<file path="src/rtl/cw_bit_reader.sv">
// Binary-to-constant-weight encoder loop: pulls message bits serially, turns
// them into run-length deltas, and feeds (n, t) back to the best-d stage.
module cw_bit_reader #(
   parameter int BD_LAT = 3,
   parameter int N_W    = 11,
   parameter int T_W    = 6
) (
   input  logic           clk,
   input  logic           rst_n,
   input  logic           start,
   input  logic [N_W-1:0] n_init,
   input  logic [T_W-1:0] t_init,
   output logic [N_W-1:0] n,
   output logic [T_W-1:0] t,
   input  logic [9:0]     d,
   input  logic [3:0]     u,
   input  logic           bit_in,
   input  logic           bit_valid,
   output logic           bit_ready,
   output logic [N_W-1:0] delta,
   output logic           delta_valid,
   input  logic           delta_ready,
   output logic           busy,
   output logic           done,
   output logic           err
);

   // One counter serves both the best-d latency wait and the index bit count.
   localparam int CNT_W = ($clog2(BD_LAT + 1) > 4) ? $clog2(BD_LAT + 1) : 4;

   typedef enum logic [2:0] {
      S_IDLE, S_WAIT_D, S_READ_FLAG, S_READ_IDX, S_EMIT, S_DONE
   } state_e;

   state_e           state_q, state_d;
   logic [N_W-1:0]   n_q, n_d;
   logic [T_W-1:0]   t_q, t_d;
   logic [N_W-1:0]   acc_q, acc_d;
   logic [N_W-1:0]   idx_q, idx_d;
   logic [CNT_W-1:0] cnt_q, cnt_d;
   logic [N_W-1:0]   delta_q, delta_d;
   logic             dvld_q, dvld_d;
   logic             err_q, err_d;
   logic [N_W-1:0]   d_ext;

   assign d_ext       = N_W'(d);
   assign n           = n_q;
   assign t           = t_q;
   assign delta       = delta_q;
   assign delta_valid = dvld_q;
   assign err         = err_q;
   assign bit_ready   = (state_q == S_READ_FLAG) || (state_q == S_READ_IDX);
   assign busy        = (state_q != S_IDLE) && (state_q != S_DONE);
   assign done        = (state_q == S_DONE);

   // Next-state and datapath updates for the encoding loop.
   always_comb begin
      state_d = state_q;
      n_d     = n_q;
      t_d     = t_q;
      acc_d   = acc_q;
      idx_d   = idx_q;
      cnt_d   = cnt_q;
      delta_d = delta_q;
      dvld_d  = dvld_q;
      err_d   = err_q;
      case (state_q)
         S_IDLE, S_DONE: begin
            if (start) begin
               n_d   = n_init;
               t_d   = t_init;
               acc_d = '0;
               err_d = 1'b0;
               if (t_init == '0) begin
                  state_d = S_DONE;
               end else begin
                  state_d = S_WAIT_D;
                  cnt_d   = CNT_W'(BD_LAT);
               end
            end
         end
         S_WAIT_D: begin
            // Give the best-d stage time to settle on the current (n, t).
            if (cnt_q == '0) state_d = S_READ_FLAG;
            else             cnt_d   = cnt_q - 1'b1;
         end
         S_READ_FLAG: begin
            if (bit_valid) begin
               if (bit_in) begin
                  if (d_ext < n_q) begin
                     n_d     = n_q - d_ext;
                     acc_d   = acc_q + d_ext;
                     state_d = S_WAIT_D;
                     cnt_d   = CNT_W'(BD_LAT);
                  end else begin
                     err_d   = 1'b1;
                     state_d = S_DONE;
                  end
               end else begin
                  cnt_d   = CNT_W'(u);
                  idx_d   = '0;
                  state_d = (u == 4'd0) ? S_EMIT : S_READ_IDX;
               end
            end
         end
         S_READ_IDX: begin
            if (bit_valid) begin
               idx_d = {idx_q[N_W-2:0], bit_in};
               cnt_d = cnt_q - 1'b1;
               if (cnt_q == CNT_W'(1)) state_d = S_EMIT;
            end
         end
         S_EMIT: begin
            // dvld_q low means this is the entry cycle; accept leaves EMIT.
            if (!dvld_q) begin
               if (idx_q >= n_q) begin
                  err_d   = 1'b1;
                  state_d = S_DONE;
               end else begin
                  delta_d = acc_q + idx_q;
                  dvld_d  = 1'b1;
                  n_d     = n_q - idx_q - 1'b1;
                  t_d     = t_q - 1'b1;
                  acc_d   = '0;
               end
            end else if (delta_ready) begin
               dvld_d = 1'b0;
               if (t_q == '0) begin
                  state_d = S_DONE;
               end else begin
                  state_d = S_WAIT_D;
                  cnt_d   = CNT_W'(BD_LAT);
               end
            end
         end
         default: state_d = S_IDLE;
      endcase
   end

   // State register with synchronous reset; reset drops any pending delta.
   always_ff @(posedge clk) begin
      if (!rst_n) begin
         state_q <= S_IDLE;
         n_q     <= '0;
         t_q     <= '0;
         acc_q   <= '0;
         idx_q   <= '0;
         cnt_q   <= '0;
         delta_q <= '0;
         dvld_q  <= 1'b0;
         err_q   <= 1'b0;
      end else begin
         state_q <= state_d;
         n_q     <= n_d;
         t_q     <= t_d;
         acc_q   <= acc_d;
         idx_q   <= idx_d;
         cnt_q   <= cnt_d;
         delta_q <= delta_d;
         dvld_q  <= dvld_d;
         err_q   <= err_d;
      end
   end

endmodule
</file>
<file path="config.mk">
export PLATFORM = sky130hd
export DESIGN_NAME = cw_bit_reader
export DESIGN_NICKNAME = d
export VERILOG_FILES = /design/src/rtl/cw_bit_reader.sv
export SDC_FILE = /design/constraint.sdc
export NUM_CORES = 1
export LEC_CHECK = 0
export ABC_AREA = 1
export CORE_ASPECT_RATIO = 1.2
export CORE_MARGIN = 10
export CORE_UTILIZATION = 57
export DETAILED_ROUTE_END_ITERATION = 16
export GPL_TIMING_DRIVEN = 0
export PLACE_DENSITY = 0.86
export SKIP_LAST_GASP = 1
export SLEW_MARGIN = 20
export SYNTH_ARGS = -nofsm -noshare
export SYNTH_HDL_FRONTEND = slang
export SYNTH_SLANG_ARGS = --single-unit
export TNS_END_PERCENT = 5
</file>
<file path="constraint.sdc">
create_clock -name clk -period 2.39 [get_ports clk]
set_clock_uncertainty 0.05 [all_clocks]
set_input_delay 0.478 -clock clk [delete_from_list [all_inputs] [get_ports clk]]
set_output_delay 0.478 -clock clk [all_outputs]
set_load 0.1 [all_outputs]
</file>
==> impl_metrics.yaml <==
floorplan:
  core-area_um2: 9564
  io_pins: 70
  die-area_um2: 14190
  die_h_um: 128.5
  start_util_pct: 58.48
  rows: 39
  die_w_um: 110.4
worst_setup_path:
  cp.depth: 1
  cp_slowest_cell: "clkdlybuf4s50_1"
  required_ns: 1.86
  critPathKind: "flop to output port"
  worst-path-buf-inv: 1
  crit_path_start_kind: "flop"
  critPathCaptureType: "output port"
  ff2ff_setup_slack_ns: 0.04
  slowest_delay_ns: 1.18
  startpoint: "n[1]"
  endpoint: "n[1]"
  r2r_start: "n[3]"
  worst-path-max-fanout: 7
  crit_family: "buffers and inverters"
  reg2reg_depth: 14
  reg2reg_to: "delta[8]"
  arrival_ns: 1.94
  crit_chain: "clkdlybuf4s50_1"
cells_and_area:
  n_fill_cell: 777
  fin_util_pct: 74.61
  fin_nets: 1085
  mostFrequentLayoutCell: "nand2_1"
  multiInputGateArea_um2: 4005
  final_cells: 1117
  layout-drive-gt1-share_pct: 11.67
  regArea_um2: 1201
  final_area_um2: 7136
  n_antenna_cell: 0
  layout_common_cells: "nand2_1, inv_1, nor2_1"
  area_growth_pct: 27.58
synth:
  synth-seq-cells: 59
  synth.area.top_cells: "dfxtp_1, nand2_1, ha_1"
  synth_area_um2: 5593
  synth_top_area_cell: "dfxtp_1"
  seq_area_frac_synth_pct: 21.12
  synth_warnings: 0
  syn_inst: 901
  avgSynthCellArea_um2: 6.207
  synth_top_cell_area_share_pct: 21.12
  synth_cell_types: 42
  synthesis.nets: 997
sta:
  slew_headroom_pct: 33.66
  hold_viol_final: 0
  fin_ws_ns: -0.07898
  post-route-min-period_ns: 2.469
  fin_hold_ws_ns: 0.4244
  max_freq_mhz: 405.0
  fin_crit_sh_pct: 103.3
  rsz0062_at_grt: "true"
  drv_slew: 0
  worst_slew_pin_slew_ns: 0.9920
  setup_viol: 12
placement:
  place_hpwl_um: 13310
  finalWeightedCongestion: 0.9599
  port_buffers: 68
  dpl_cell_area_um2: 6449
  place_inst: 1092
  dp_slack_ns: -0.5757
hold_path:
  hp-class: "flop to flop"
routing:
  drc: 0
  vias: 6403
  drt-total-wl_um: 18030
  wire_per_inst_um: 16.14
  via_per_inst: 5.732
  drtIter0Drc: 664
  first_pass_iters: 5
  antenna_left: 0
job:
  drv_cap: 0
clock_tree:
  clk_path_buf_depth: 2
  root_buffer: "clkbuf_16"
  cts_hold_repair.buffers: 0
  insertion_delay_ns: 0.33
  clock_sinks: 59
  htree_num_levels: 3
  cts.clk_slew.worst_paths_ns: 0.05
  cts_tree: "yes"
  cts_buffers: 9
global_route:
  grtUsageTotal_pct: 22.68
  grt_max_degree: 11
  antenna_found_initial: 0
  grt_overflow: 0
  grt_pass1_vias: 5860
  grt_pass1_wl_um: 27460
power:
  peakVddDrop_mv: 0.6388
  p_leak_uw: 0.003452
  power_density_nw_per_um2: 1413
outcome:
  violations: "setup timing"
  status: "finished with violations"
==> registers in the layout, summed over array words and instances (netlist names) <==
register and count:
acc_q 11, cnt_q 4, delta 11, delta_valid 1, err 1, idx_q 11
n 11, state_q 3, t 6
==> kinds of logic after synthesis <==
family                   count (synthesis)  share of synthesized area, %
AO/OA/AOI/OAI                          142                         14.18
XOR/XNOR                                16                         2.506
adder cells (fa/ha/maj)                 59                         13.74
flip-flops                              59                         21.12
buffers and inverters                  154                         11.19
multiplexers                             1                        0.1790
AND/OR/NAND/NOR                        470                         37.09
==> through the flow <==
step           total power [uW]  setup TNS (ns)
6_report                  10080         -0.3660
5_1_grt                   10710          -3.307
4_1_cts                    9420          -2.387
3_5_place_dp               7798          -14.06
3_3_place_gp               7709          -13.37
2_1_floorplan              6410          -4.230
==> worst min-delay path by stage <==
stage / slack, ns / end / cells after the start / start
2_1_floorplan: 0.40 / cnt_q[1] / 2 / cnt_q[1]
3_3_place_gp: 0.41 / delta[2] / 2 / delta[2]
3_5_place_dp: 0.42 / delta[2] / 2 / delta[2]
4_1_cts: 0.43 / delta[2] / 2 / delta[2]
5_1_grt: 0.45 / acc_q[0] / 2 / acc_q[0]
6_report: 0.42 / delta[2] / 2 / delta[2]
==> routing by layer <==
metal	share of wire [%]	GRT usage, %	up-vias
li1	-	-	3096
met1	39	25.75	2890
met2	49	40.07	333
met3	8.0	4.091	84
met4	4.5	11.50	0
met5	0	0	-
==> report_power, final <==
part / switching [uW] / internal [uW]
Combinational: 4640 / 2260
Sequential: 352 / 1270
Clock: 468 / 1100
Total: 5460 / 4620
==> layout make-up <==
cell class                      count  area share, %
Buffer                             21          1.789
Clock buffer                       14          4.296
Clock inverter                      2         0.8417
Inverter                          133          7.031
Multi-Input combinational cell    689          56.13
Sequential cell                    59          16.83
Tap cell                          123          2.157
Timing Repair Buffer               76          10.92
==> what timing repair did <==
item,4_1_cts,5_1_grt
pin swaps,0,4
endpoints found under the setup margin,42,59
resized for setup,10,47
buffers inserted,0,7
gates cloned,0,2
==> synth_stat cells <==
library cell	number
dfxtp_1	59
buf_2	6
a21boi_0	1
o21ba_2	1
xor2_1	5
o2111ai_1	1
buf_1	1
inv_2	4
fa_1	4
buf_6	4
nand3_1	74
nor2_4	8
o211ai_1	3
o221ai_1	1
nand4_1	14
nor3_4	1
o21bai_4	1
nor2_2	3
a21oi_2	2
nand3_4	2
clkinv_1	2
xnor2_1	11
o22ai_1	2
ha_1	55
mux2i_1	1
a21oi_1	76
nand2_2	6
inv_4	1
nor3_2	1
a221oi_1	1
o21ai_0	40
a211oi_1	10
inv_1	126
o21a_1	1
nand2_1	238
buf_4	2
clkbuf_1	8
nand3b_1	9
nor2_1	101
nor3_1	10
a21o_1	2
or2_2	3
(Power assumes the default switching activity.)
